**src/rtl/strait_test_ctrl_if.sv**
```systemverilog
// Scan-chain test controller bus: pattern/operand outputs toward the PE array and
// run handshake. The sig member exists only when STRAIT_SIG_DUMP_EN is defined.
interface strait_test_ctrl_if;
    logic        start;
    logic [31:0] scan_in;
    logic        scan_en;
    logic [31:0] scan_out;
    logic [31:0] a_out;
    logic [31:0] w_out;
    logic        busy;
    logic        done;
    logic        pass;
`ifdef STRAIT_SIG_DUMP_EN
    logic [31:0] sig;
`endif

    modport master (
        output start,
        output scan_in,
        input  scan_en,
        input  scan_out,
        input  a_out,
        input  w_out,
        input  busy,
        input  done,
        input  pass
`ifdef STRAIT_SIG_DUMP_EN
        , input sig
`endif
    );

    modport slave (
        input  start,
        input  scan_in,
        output scan_en,
        output scan_out,
        output a_out,
        output w_out,
        output busy,
        output done,
        output pass
`ifdef STRAIT_SIG_DUMP_EN
        , output sig
`endif
    );
endinterface

```
**src/rtl/strait_test_ctrl.sv**
```systemverilog
// LFSR-driven scan test controller with MISR signature compaction for a PE chain.
// Define STRAIT_SIG_DUMP_EN to expose the live MISR on bus.sig.
module strait_test_ctrl #(
    parameter int          CHAIN_LEN = 4,
    parameter int          NUM_PAT   = 8,
    parameter logic [31:0] SEED      = 32'h0000_0001,
    parameter logic [31:0] GOLDEN    = 32'h0000_0000
) (
    input  logic              clk,
    input  logic              rst,
    strait_test_ctrl_if.slave bus
);

    localparam logic [31:0] TAPS      = 32'h8020_0003;
    localparam logic [6:0]  CNT_LAST  = 7'(CHAIN_LEN - 1);
    localparam logic [7:0]  PAT_TOTAL = 8'(NUM_PAT);

    typedef enum logic [2:0] {
        IDLE      = 3'd0,
        SHIFT_IN  = 3'd1,
        CAPTURE   = 3'd2,
        SHIFT_OUT = 3'd3,
        DONE      = 3'd4
    } state_t;

    // Galois right-shift step shared by the pattern generator and the MISR.
    function automatic logic [31:0] lfsr_step(input logic [31:0] v);
        return (v >> 1) ^ (v[0] ? TAPS : 32'h0000_0000);
    endfunction

    state_t      state_q, state_d;
    logic [31:0] lfsr_q, lfsr_d;
    logic [31:0] misr_q, misr_d;
    logic [7:0]  pat_q, pat_d;
    logic [6:0]  cnt_q, cnt_d;
    logic        scan_en_q, scan_en_d;
    logic [31:0] scan_out_q, scan_out_d;
    logic [31:0] a_out_q, a_out_d;
    logic [31:0] w_out_q, w_out_d;
    logic        busy_q, busy_d;
    logic        done_q, done_d;
    logic        pass_q, pass_d;

    // Next-state, LFSR/MISR and counter logic.
    always_comb begin
        state_d = state_q;
        lfsr_d  = lfsr_q;
        misr_d  = misr_q;
        pat_d   = pat_q;
        cnt_d   = cnt_q;
        done_d  = done_q;
        pass_d  = pass_q;
        case (state_q)
            IDLE, DONE: begin
                if (bus.start) begin
                    state_d = SHIFT_IN;
                    lfsr_d  = SEED;
                    misr_d  = 32'h0000_0000;
                    pat_d   = 8'd0;
                    cnt_d   = 7'd0;
                    done_d  = 1'b0;
                    pass_d  = 1'b0;
                end else begin
                    state_d = state_q;
                end
            end
            SHIFT_IN: begin
                lfsr_d = lfsr_step(lfsr_q);
                if (cnt_q == CNT_LAST) begin
                    cnt_d   = 7'd0;
                    state_d = CAPTURE;
                end else begin
                    cnt_d = cnt_q + 7'd1;
                end
            end
            CAPTURE: begin
                lfsr_d  = lfsr_step(lfsr_q);
                cnt_d   = 7'd0;
                state_d = SHIFT_OUT;
            end
            SHIFT_OUT: begin
                misr_d = lfsr_step(misr_q) ^ bus.scan_in;
                if (cnt_q == CNT_LAST) begin
                    cnt_d = 7'd0;
                    pat_d = pat_q + 8'd1;
                    if (pat_d < PAT_TOTAL) begin
                        state_d = SHIFT_IN;
                    end else begin
                        // Verdict uses the signature including this final shift.
                        state_d = DONE;
                        done_d  = 1'b1;
                        pass_d  = (misr_d == GOLDEN);
                    end
                end else begin
                    cnt_d = cnt_q + 7'd1;
                end
            end
            default: begin
                state_d = IDLE;
            end
        endcase
    end

    // Output values are derived from the upcoming state so they line up with it.
    always_comb begin
        scan_en_d  = (state_d == SHIFT_IN) || (state_d == SHIFT_OUT);
        busy_d     = (state_d == SHIFT_IN) || (state_d == CAPTURE) || (state_d == SHIFT_OUT);
        scan_out_d = (state_d == SHIFT_IN) ? lfsr_d : 32'h0000_0000;
        if (state_d == CAPTURE) begin
            a_out_d = lfsr_d;
            w_out_d = {lfsr_d[15:0], lfsr_d[31:16]};
        end else begin
            a_out_d = 32'h0000_0000;
            w_out_d = 32'h0000_0000;
        end
    end

    // State and output registers with asynchronous active-low clear.
    always_ff @(posedge clk or negedge rst) begin
        if (!rst) begin
            state_q    <= IDLE;
            lfsr_q     <= SEED;
            misr_q     <= 32'h0000_0000;
            pat_q      <= 8'd0;
            cnt_q      <= 7'd0;
            scan_en_q  <= 1'b0;
            scan_out_q <= 32'h0000_0000;
            a_out_q    <= 32'h0000_0000;
            w_out_q    <= 32'h0000_0000;
            busy_q     <= 1'b0;
            done_q     <= 1'b0;
            pass_q     <= 1'b0;
        end else begin
            state_q    <= state_d;
            lfsr_q     <= lfsr_d;
            misr_q     <= misr_d;
            pat_q      <= pat_d;
            cnt_q      <= cnt_d;
            scan_en_q  <= scan_en_d;
            scan_out_q <= scan_out_d;
            a_out_q    <= a_out_d;
            w_out_q    <= w_out_d;
            busy_q     <= busy_d;
            done_q     <= done_d;
            pass_q     <= pass_d;
        end
    end

    assign bus.scan_en  = scan_en_q;
    assign bus.scan_out = scan_out_q;
    assign bus.a_out    = a_out_q;
    assign bus.w_out    = w_out_q;
    assign bus.busy     = busy_q;
    assign bus.done     = done_q;
    assign bus.pass     = pass_q;
`ifdef STRAIT_SIG_DUMP_EN
    assign bus.sig      = misr_q;
`endif

endmodule

```
**src/flat_wrapper.sv**
```systemverilog
// flat-port wrapper written by rule: the top's interface ports become plain ports
module strait_test_ctrl_flat 
#(
    parameter int          CHAIN_LEN = 4,
    parameter int          NUM_PAT   = 8,
    parameter logic [31:0] SEED      = 32'h0000_0001,
    parameter logic [31:0] GOLDEN    = 32'h0000_0000
)
  (clk, rst, bus_start, bus_scan_in, bus_scan_en, bus_scan_out, bus_a_out, bus_w_out, bus_busy, bus_done, bus_pass);
  strait_test_ctrl_if bus_i ();
  input  logic clk;
  input  logic rst;
  input wire logic [$bits(bus_i.start)-1:0] bus_start;
  input wire logic [$bits(bus_i.scan_in)-1:0] bus_scan_in;
  output wire logic [$bits(bus_i.scan_en)-1:0] bus_scan_en;
  output wire logic [$bits(bus_i.scan_out)-1:0] bus_scan_out;
  output wire logic [$bits(bus_i.a_out)-1:0] bus_a_out;
  output wire logic [$bits(bus_i.w_out)-1:0] bus_w_out;
  output wire logic [$bits(bus_i.busy)-1:0] bus_busy;
  output wire logic [$bits(bus_i.done)-1:0] bus_done;
  output wire logic [$bits(bus_i.pass)-1:0] bus_pass;
  assign bus_i.start = bus_start;
  assign bus_i.scan_in = bus_scan_in;
  assign bus_scan_en = bus_i.scan_en;
  assign bus_scan_out = bus_i.scan_out;
  assign bus_a_out = bus_i.a_out;
  assign bus_w_out = bus_i.w_out;
  assign bus_busy = bus_i.busy;
  assign bus_done = bus_i.done;
  assign bus_pass = bus_i.pass;
  strait_test_ctrl #(.CHAIN_LEN(CHAIN_LEN), .NUM_PAT(NUM_PAT), .SEED(SEED), .GOLDEN(GOLDEN)) u_core (.clk(clk), .rst(rst), .bus(bus_i));
endmodule
```
**config.mk**
```make
export PLATFORM = sky130hd
export DESIGN_NAME = strait_test_ctrl_flat
export DESIGN_NICKNAME = d
export VERILOG_FILES = /design/src/rtl/strait_test_ctrl_if.sv /design/src/rtl/strait_test_ctrl.sv /design/src/flat_wrapper.sv
export SDC_FILE = /design/constraint.sdc
export NUM_CORES = 1
export LEC_CHECK = 0
export BUFFER_PORTS_ARGS = -buffer_cell sky130_fd_sc_hd__buf_2
export CORE_UTILIZATION = 49
export DETAILED_ROUTE_END_ITERATION = 8
export GPL_ROUTABILITY_DRIVEN = 0
export PLACE_DENSITY = 0.74
export SLEW_MARGIN = 20
export SYNTH_ARGS = -nofsm -noshare
export SYNTH_HDL_FRONTEND = slang
export SYNTH_SLANG_ARGS = --single-unit
```
**constraint.sdc**
```tcl
create_clock -name clk -period 2 [get_ports clk]
set_input_delay 0.3 -clock clk [delete_from_list [all_inputs] [get_ports clk]]
set_output_delay 0.3 -clock clk [all_outputs]
set_load 0.02 [all_outputs]
```
# --- Word-level counts from Yosys, hierarchy flattened ---
# Index checks and enable logic that the tools add are counted.
classes:
  addsub: 2
  order_cmp: 1
  n_eq_ne: 11
  muxes: 27
  n_bitwise: 3
  n_reduce_logical: 14
op_table:
  columns: ["op", "n"]
  rows:
  - ["2-to-1 mux 32 bit", 7]
  - ["case mux 32 bit (2 select lines)", 2]
  - ["bitwise XOR 31 x 32 -> 32 bit", 2]
  - ["zero test 32 bit", 1]
  - ["bitwise XOR 32 bit", 1]
  - ["case mux 7 bit (3 select lines)", 1]
  - ["2-to-1 mux 8 bit", 2]
  - ["case mux 8 bit (2 select lines)", 1]
  - ["2-to-1 mux 7 bit", 2]
  - ["== test 3 x 2 -> 1 bit, second input constant", 4]
  - ["2-to-1 mux 3 bit", 4]
  - ["case mux 3 bit (4 select lines)", 1]
  - ["adder 8 x 1 -> 8 bit, second input constant", 1]
  - ["less-than comparator 8 x 4 -> 1 bit, second input constant", 1]
  - ["adder 7 x 1 -> 7 bit, second input constant", 1]
  - ["== test 7 x 2 -> 1 bit, second input constant", 1]
  - ["== test 3 x 1 -> 1 bit, second input constant", 2]
  - ["OR reduction 2 bit", 3]
  - ["2-to-1 mux 1 bit", 5]
  - ["!= test 2 bit, second input constant", 2]
  - ["case mux 1 bit (2 select lines)", 2]
  - ["AND reduction 2 bit", 2]
  - ["AND reduction 4 bit", 1]
  - ["== test 3 bit, second input constant", 1]
  - ["other kinds (6)", 8]
word_totals:
  regBits: 182
  output_inout_bits: 100
  wordCells: 70

# --- Depth between registers and ports, before layout ---
# Gate-level depths: netlist of run 1.
depth:
  ltp_word: 8
  ltp_mapped: 8
  ltp_nobuf: 6

# --- Worst setup path after synthesis of run 1 ---
# Ideal clock, no wire load.
synth_timing:
  path_type: "register -> register"
  from: "register u_core.cnt_q[0]"
  to: "register u_core.pat_q[5]"
  setup_time_ns: 0.103
  arrival_time_ns: 1.915
  t_required_ns: 1.897
  slack_ns: -0.018
  path_stages_with_launch: 8
  path_cell_list: "dfrtp_1 -> ha_1 -> or4b_4 -> or4_4 -> buf_6 -> nor2_1 -> o21ai_1 -> o41ai_2"
synth_between:
  elab_chain_cells: 3
synth_rtl:
  columns: ["element", "line_no", "rtl"]
  rows:
  - ["start: declaration", "strait_test_ctrl.sv:35", "logic [6:0] cnt_q, cnt_d;"]
  - ["start signal: assignment", "strait_test_ctrl.sv:138", "cnt_q <= cnt_d;"]
  - ["== test 7 x 2 -> 1 bit", "strait_test_ctrl.sv:83", "if (cnt_q == CNT_LAST) begin"]
  - ["!= test 2 x 1 -> 1 bit (no source line)", null, null]
  - ["AND reduction 3 bit (no source line)", null, null]
  - ["end signal: assignment", "strait_test_ctrl.sv:137", "pat_q <= pat_d;"]
  - ["end: declaration", "strait_test_ctrl.sv:34", "logic [7:0] pat_q, pat_d;"]
# No other way between the ends.
# A chain may end at the register's enable or synchronous reset.

# --- Worst setup path in the final report of run 1 ---
layout_timing:
  from: "register u_core.cnt_q[0]"
  to: "register u_core.pat_q[4]"
# Same word-level chain as after synthesis.

==> results of run 1 <==
[cell usage after synthesis, types with 3 or more instances]
master	number	area, sq um
a21oi_1	32	160.2
a31oi_1	5	31.28
and3_1	30	187.7
buf_2	3	15.01
buf_4	35	262.8
clkbuf_1	21	78.83
dfrtp_1	149	3729
inv_1	34	127.6
nand2_1	43	161.4
nand3_1	10	50.05
nand4_1	10	62.56
nor2_1	77	289.0
nor3_1	3	15.01
o21ai_0	45	225.2
o21ai_1	3	15.01
xnor2_1	33	289.0
xor2_1	5	43.79
[cell type report]
| type | count | area [sq um] | share of cell area, % |
|---|---|---|---|
| Tap cell | 168 | 210.2 | 2.600 |
| Clock inverter | 9 | 172.7 | 2.136 |
| Clock buffer | 21 | 480.5 | 5.943 |
| Inverter | 34 | 127.6 | 1.579 |
| Multi-Input combinational cell | 344 | 2267 | 28.05 |
| Timing Repair Buffer | 170 | 1071 | 13.25 |
| Sequential cell | 150 | 3755 | 46.45 |
[critical path, stage by stage (launching register included)]
cell and delay (ns):
dfrtp_1 0.36, ha_2 0.19, or4b_4 0.52, or4_4 0.51, and2b_2 0.25, o21ai_2 0.05
o31ai_2 0.08
[per-layer routing]
layer / share of wire [%] / GRT usage [%] / vias to the layer above
li1: - / - / 2189
met1: 44 / 26.31 / 2240
met2: 50 / 34.95 / 132
met3: 4.4 / 5.929 / 15
met4: 1.5 / 6.926 / 0
met5: 0 / 0 / -
[worst paths after layout]
check / depth (start not counted) / startpoint / end
max in group asynchronous: 3 / rst / u_core.bus.a_out[4]$_DFF_PN0_
min reg2reg: 2 / u_core.misr_q[8]$_DFFE_PN0P_ / u_core.misr_q[8]$_DFFE_PN0P_
max reg2reg: 6 / u_core.cnt_q[0]$_DFFE_PN0P_ / u_core.pat_q[4]$_DFFE_PN0P_
max: 6 / u_core.cnt_q[0]$_DFFE_PN0P_ / u_core.pat_q[4]$_DFFE_PN0P_
min: 3 / bus_scan_in[17] / u_core.misr_q[17]$_DFFE_PN0P_
min in group asynchronous: 2 / rst / u_core.bus.a_out[23]$_DFF_PN0_
[metrics by stage]
step | setup TNS [ns] | instances
floorplan | 0 | 587
global placement | 0 | 856
detailed placement | -0.1120 | 856
CTS | -0.06930 | 889
global route | -7.005 | 896
finish | -0.1318 | 896
[logic make-up after synthesis]
logic type / Yosys count / share of synthesized area (%)
simple gates: 193 / 14.94
buf+inv: 94 / 7.971
mux: 3 / 0.5032
flops: 150 / 60.41
xor+xnor: 38 / 5.354
compound gates: 107 / 10.43
fa+ha+maj: 2 / 0.4025
[where the power goes]
group | internal [mW] | switching, mW
Sequential | 4.06 | 0.628
Clock | 2.32 | 1.16
Combinational | 2.02 | 3.33
[registers in the layout, summed over array words and instances, names as in the netlist]
signal,count
u_core.bus.a_out,31
u_core.bus.busy,1
u_core.bus.done,1
u_core.bus.pass,1
u_core.bus.scan_en,1
u_core.bus.scan_out,32
u_core.bus.w_out,1
u_core.cnt_q,7
u_core.lfsr_q,32
u_core.misr_q,32
u_core.pat_q,8
u_core.state_q,3
[timing repair]
item                       4_1_cts  5_1_grt
buffers inserted                 1        4
setup endpoints to repair        5       76
resized for setup                2       79
pin swaps                        0        6
hold buffers                     1        0
gates cloned                     1        3
hold endpoints to repair        42        0
==> impl_metrics.tcl, run 1 <==
set metrics [dict create \
    antenna_found_initial 0 \
    maxSlewHeadroom_pct 54.76 \
    synth_async_sr_flop_share_pct 100.0 \
    drc 0 \
    vias 4576 \
    final_nets 754 \
    die_x_um 114.6 \
    die_height_um 114.6 \
    die_area_sq_um 13140 \
    grt_pass1_wl_um 21050 \
    ir_drop_mv 0.7553 \
    htreeDepth 4 \
    num_rows 40 \
    wl_um 13500 \
    pin_count 135 \
    start_kind "flop" \
    numCtsBuffers 17 \
    maxCapViolations 0 \
    place_hpwl_um 8480 \
    final_common_cell "dfrtp_1" \
    critPathKind "flop to flop" \
    dp_worst_setup_slack_ns -0.03681 \
    holdWs_ns 0.2025 \
    cts_buffer_depth 2 \
    clock_latency_ns 0.43 \
    critical_path_arrival_ns 2.38 \
    outcome "finished, violations left" \
    period_minus_slack_ns 2.042 \
    leakage_nw 4.232 \
    power.total_mw 13.51 \
    syn_inst 587 \
    path_max_fanout 6 \
    finalClockSkew_ns 0.01858 \
    worstSetupEndpointType "flop" \
    hold_violations 0 \
    power_density_nw_per_um2 1672 \
    cts_sinks 150 \
    max_freq_mhz 489.7 \
    crit_required_ns 2.34 \
    ys_warn_count 0 \
    final_antenna_net_count 0 \
    cts_tree "built" \
    grtUsageTotal_pct 20.94 \
    coreArea_sq_um 12210 \
    post-route-util_pct 66.20 \
    viasPerCell 5.107 \
    violations "negative setup slack" \
    ys.flop_type "dfrtp_1" \
    min_period_over_period_pct 102.1 \
    drt_iter0_drc 322 \
    hold_class "input pin to flop" \
    tightestPinTransition_ns 0.6770 \
    placed_area_sq_um 7022 \
    final_cell_mix "149 x dfrtp_1, 133 x buf_2, 44 x nor2_1" \
    io_buffers 134 \
    synth_edf_count 0 \
    wl_per_cell_um 15.07 \
    setup-violations-final 9 \
    drt_pass1_iterations 5 \
    syn_avg_cell_area_sq_um 10.59 \
    clkTransAtPathRegs_ns 0.06 \
    start_util_pct 50.90 \
    fillers 936 \
    drive_above_1_share_pct 36.68 \
    yosys.cell_types.count 51 \
    grt_pass1_vias 4462 \
    syn_nets 624 \
    r2r_slack_ns -0.04 \
    finalInstanceArea_sq_um 8084 \
    synth_area_sq_um 6216 \
    worst_slack_ns -0.04207 \
    ys_ff_latch 150 \
    rsz0062_at_grt "true" \
    slew_viol_final 0 \
    cts_root_buffer "clkbuf_16" \
    area_delta_synth_final_pct 30.05 \
    grt_overflow_total 0 \
    antenna_cells 0 \
    grt_max_degree 57 \
    yosysSeqAreaShare_pct 60.41 \
]
No activity file was read; power rests on OpenSTA's default activity.
==> run 2, diff against run 1 <==
--- a/config.mk
+++ b/config.mk
@@ -6,6 +6,7 @@
 export NUM_CORES = 1
 export LEC_CHECK = 0
 export BUFFER_PORTS_ARGS = -buffer_cell sky130_fd_sc_hd__buf_2
+export CORE_MARGIN = 4
 export CORE_UTILIZATION = 49
 export DETAILED_ROUTE_END_ITERATION = 8
 export GPL_ROUTABILITY_DRIVEN = 0
==> run 2 against run 1 <==
The run still ends with negative setup slack left. First-iteration DRC count shrank 17%. Critical path depth shrank 1. Register-to-register slack gained 0.02 ns. Clock skew shrank 0.0095 ns. Clock-buffer cell count shrank 4. Final area shrank 3.7%. Cell count grew 0.11%. Die area grew 11%.
==> impl_metrics.tcl, run 2 (synthesis results as in run 1) <==
set metrics [dict create \
    outcome "finished, violations left" \
    wl_per_cell_um 14.88 \
    cts_sinks 150 \
    numCtsBuffers 17 \
    crit_required_ns 2.32 \
    start_kind "flop" \
    worst_slack_ns -0.02226 \
    start_util_pct 50.90 \
    cts_root_buffer "clkbuf_16" \
    grtUsageTotal_pct 18.35 \
    drive_above_1_share_pct 31.41 \
    leakage_nw 4.183 \
    die_height_um 120.6 \
    cts_buffer_depth 2 \
    num_rows 40 \
    placed_area_sq_um 7049 \
    violations "negative setup slack" \
    final_nets 753 \
    clkTransAtPathRegs_ns 0.07 \
    post-route-util_pct 63.72 \
    pin_count 135 \
    finalClockSkew_ns 0.009061 \
    setup-violations-final 3 \
    path_max_fanout 5 \
    final_cell_mix "149 x dfrtp_1, 133 x buf_2, 76 x nor2_1" \
    drc 0 \
    hold_violations 0 \
    rsz0062_at_grt "true" \
    period_minus_slack_ns 2.022 \
    finalInstanceArea_sq_um 7781 \
    antenna_found_initial 0 \
    slew_viol_final 0 \
    io_buffers 134 \
    final_common_cell "dfrtp_1" \
    maxCapViolations 0 \
    min_period_over_period_pct 101.1 \
    maxSlewHeadroom_pct 52.53 \
    cts_tree "built" \
    drt_iter0_drc 267 \
    grt_overflow_total 0 \
    wl_um 13350 \
    power_density_nw_per_um2 1635 \
    clock_latency_ns 0.42 \
    tightestPinTransition_ns 0.7104 \
    htreeDepth 4 \
    coreArea_sq_um 12210 \
    grt_max_degree 57 \
    worstSetupEndpointType "flop" \
    ir_drop_mv 0.8098 \
    final_antenna_net_count 0 \
    area_delta_synth_final_pct 25.18 \
    die_area_sq_um 14550 \
    grt_pass1_vias 4428 \
    max_freq_mhz 494.5 \
    drt_pass1_iterations 4 \
    vias 4591 \
    critical_path_arrival_ns 2.34 \
    antenna_cells 0 \
    viasPerCell 5.118 \
    hold_class "input pin to flop" \
    place_hpwl_um 8789 \
    grt_pass1_wl_um 21180 \
    die_x_um 120.6 \
    critPathKind "flop to flop" \
]
==> run 2: final cells by class <==
cell class | count | area [sq um]
clock inverters | 15 | 172.7
flip-flops and latches | 150 | 3755
repair buffers | 169 | 1056
fillers | 976 | 4431
clock buffers | 17 | 425.4
multi-input cells | 344 | 2034
well taps | 168 | 210.2
inverters | 34 | 127.6
==> run 2: metal layers <==
metal,vias to the layer above,global-route usage (%),share of wire [%]
met3,19,5.706,6.8
met5,-,0,0
met1,2230,22.92,43
li1,2183,-,-
met2,159,30.00,48
met4,0,7.082,1.5
==> run 2: final timing paths <==
check,cells past startpoint,slack (ns),start,endpoint
max,5,-0.02,u_core.cnt_q[0]$_DFFE_PN0P_,u_core.pat_q[5]$_DFFE_PN0P_
min,3,0.20,bus_scan_in[11],u_core.misr_q[11]$_DFFE_PN0P_
max reg2reg,5,-0.02,u_core.cnt_q[0]$_DFFE_PN0P_,u_core.pat_q[5]$_DFFE_PN0P_
min reg2reg,2,0.50,u_core.misr_q[2]$_DFFE_PN0P_,u_core.misr_q[2]$_DFFE_PN0P_
max in group asynchronous,3,0.90,rst,u_core.bus.scan_out[14]$_DFF_PN0_
min in group asynchronous,2,0.40,rst,u_core.bus.a_out[23]$_DFF_PN0_
==> run 2: through the flow <==
stage	total power [mW]	TNS, ns	std cells	hold slack [ns]	setup WS [ns]
floorplan	7.829	0	587	0.004409	0.02800
global placement	9.227	0	858	0.2781	0.02604
detailed placement	9.412	-0.09240	858	0.2812	-0.03848
CTS	12.64	-0.05777	893	0.1821	-0.02871
global route	13.57	-3.216	897	0.1983	-0.07943
finish	12.72	-0.04582	897	0.1965	-0.02226
==> run 2: power breakdown <==
| group | internal, mW | switching (mW) |
|---|---|---|
| combinational | 1.90 | 2.97 |
| clock | 1.86 | 1.30 |
| sequential | 4.06 | 0.623 |
==> run 2: repair_timing <==
action | in CTS | in global routing
pin swaps | 0 | 0
endpoints found under the setup margin | 4 | 75
cloned | 1 | 3
resized for setup | 3 | 6
setup buffers | 1 | 1
hold endpoints to repair | 52 | 0
hold buffers | 1 | 0
==> run 2: critical path: stages, from the launching register on <==
cell	delay (ns)
dfrtp_1	0.37
ha_2	0.18
or4b_4	0.52
or4_4	0.49
buf_4	0.17
o41ai_2	0.19
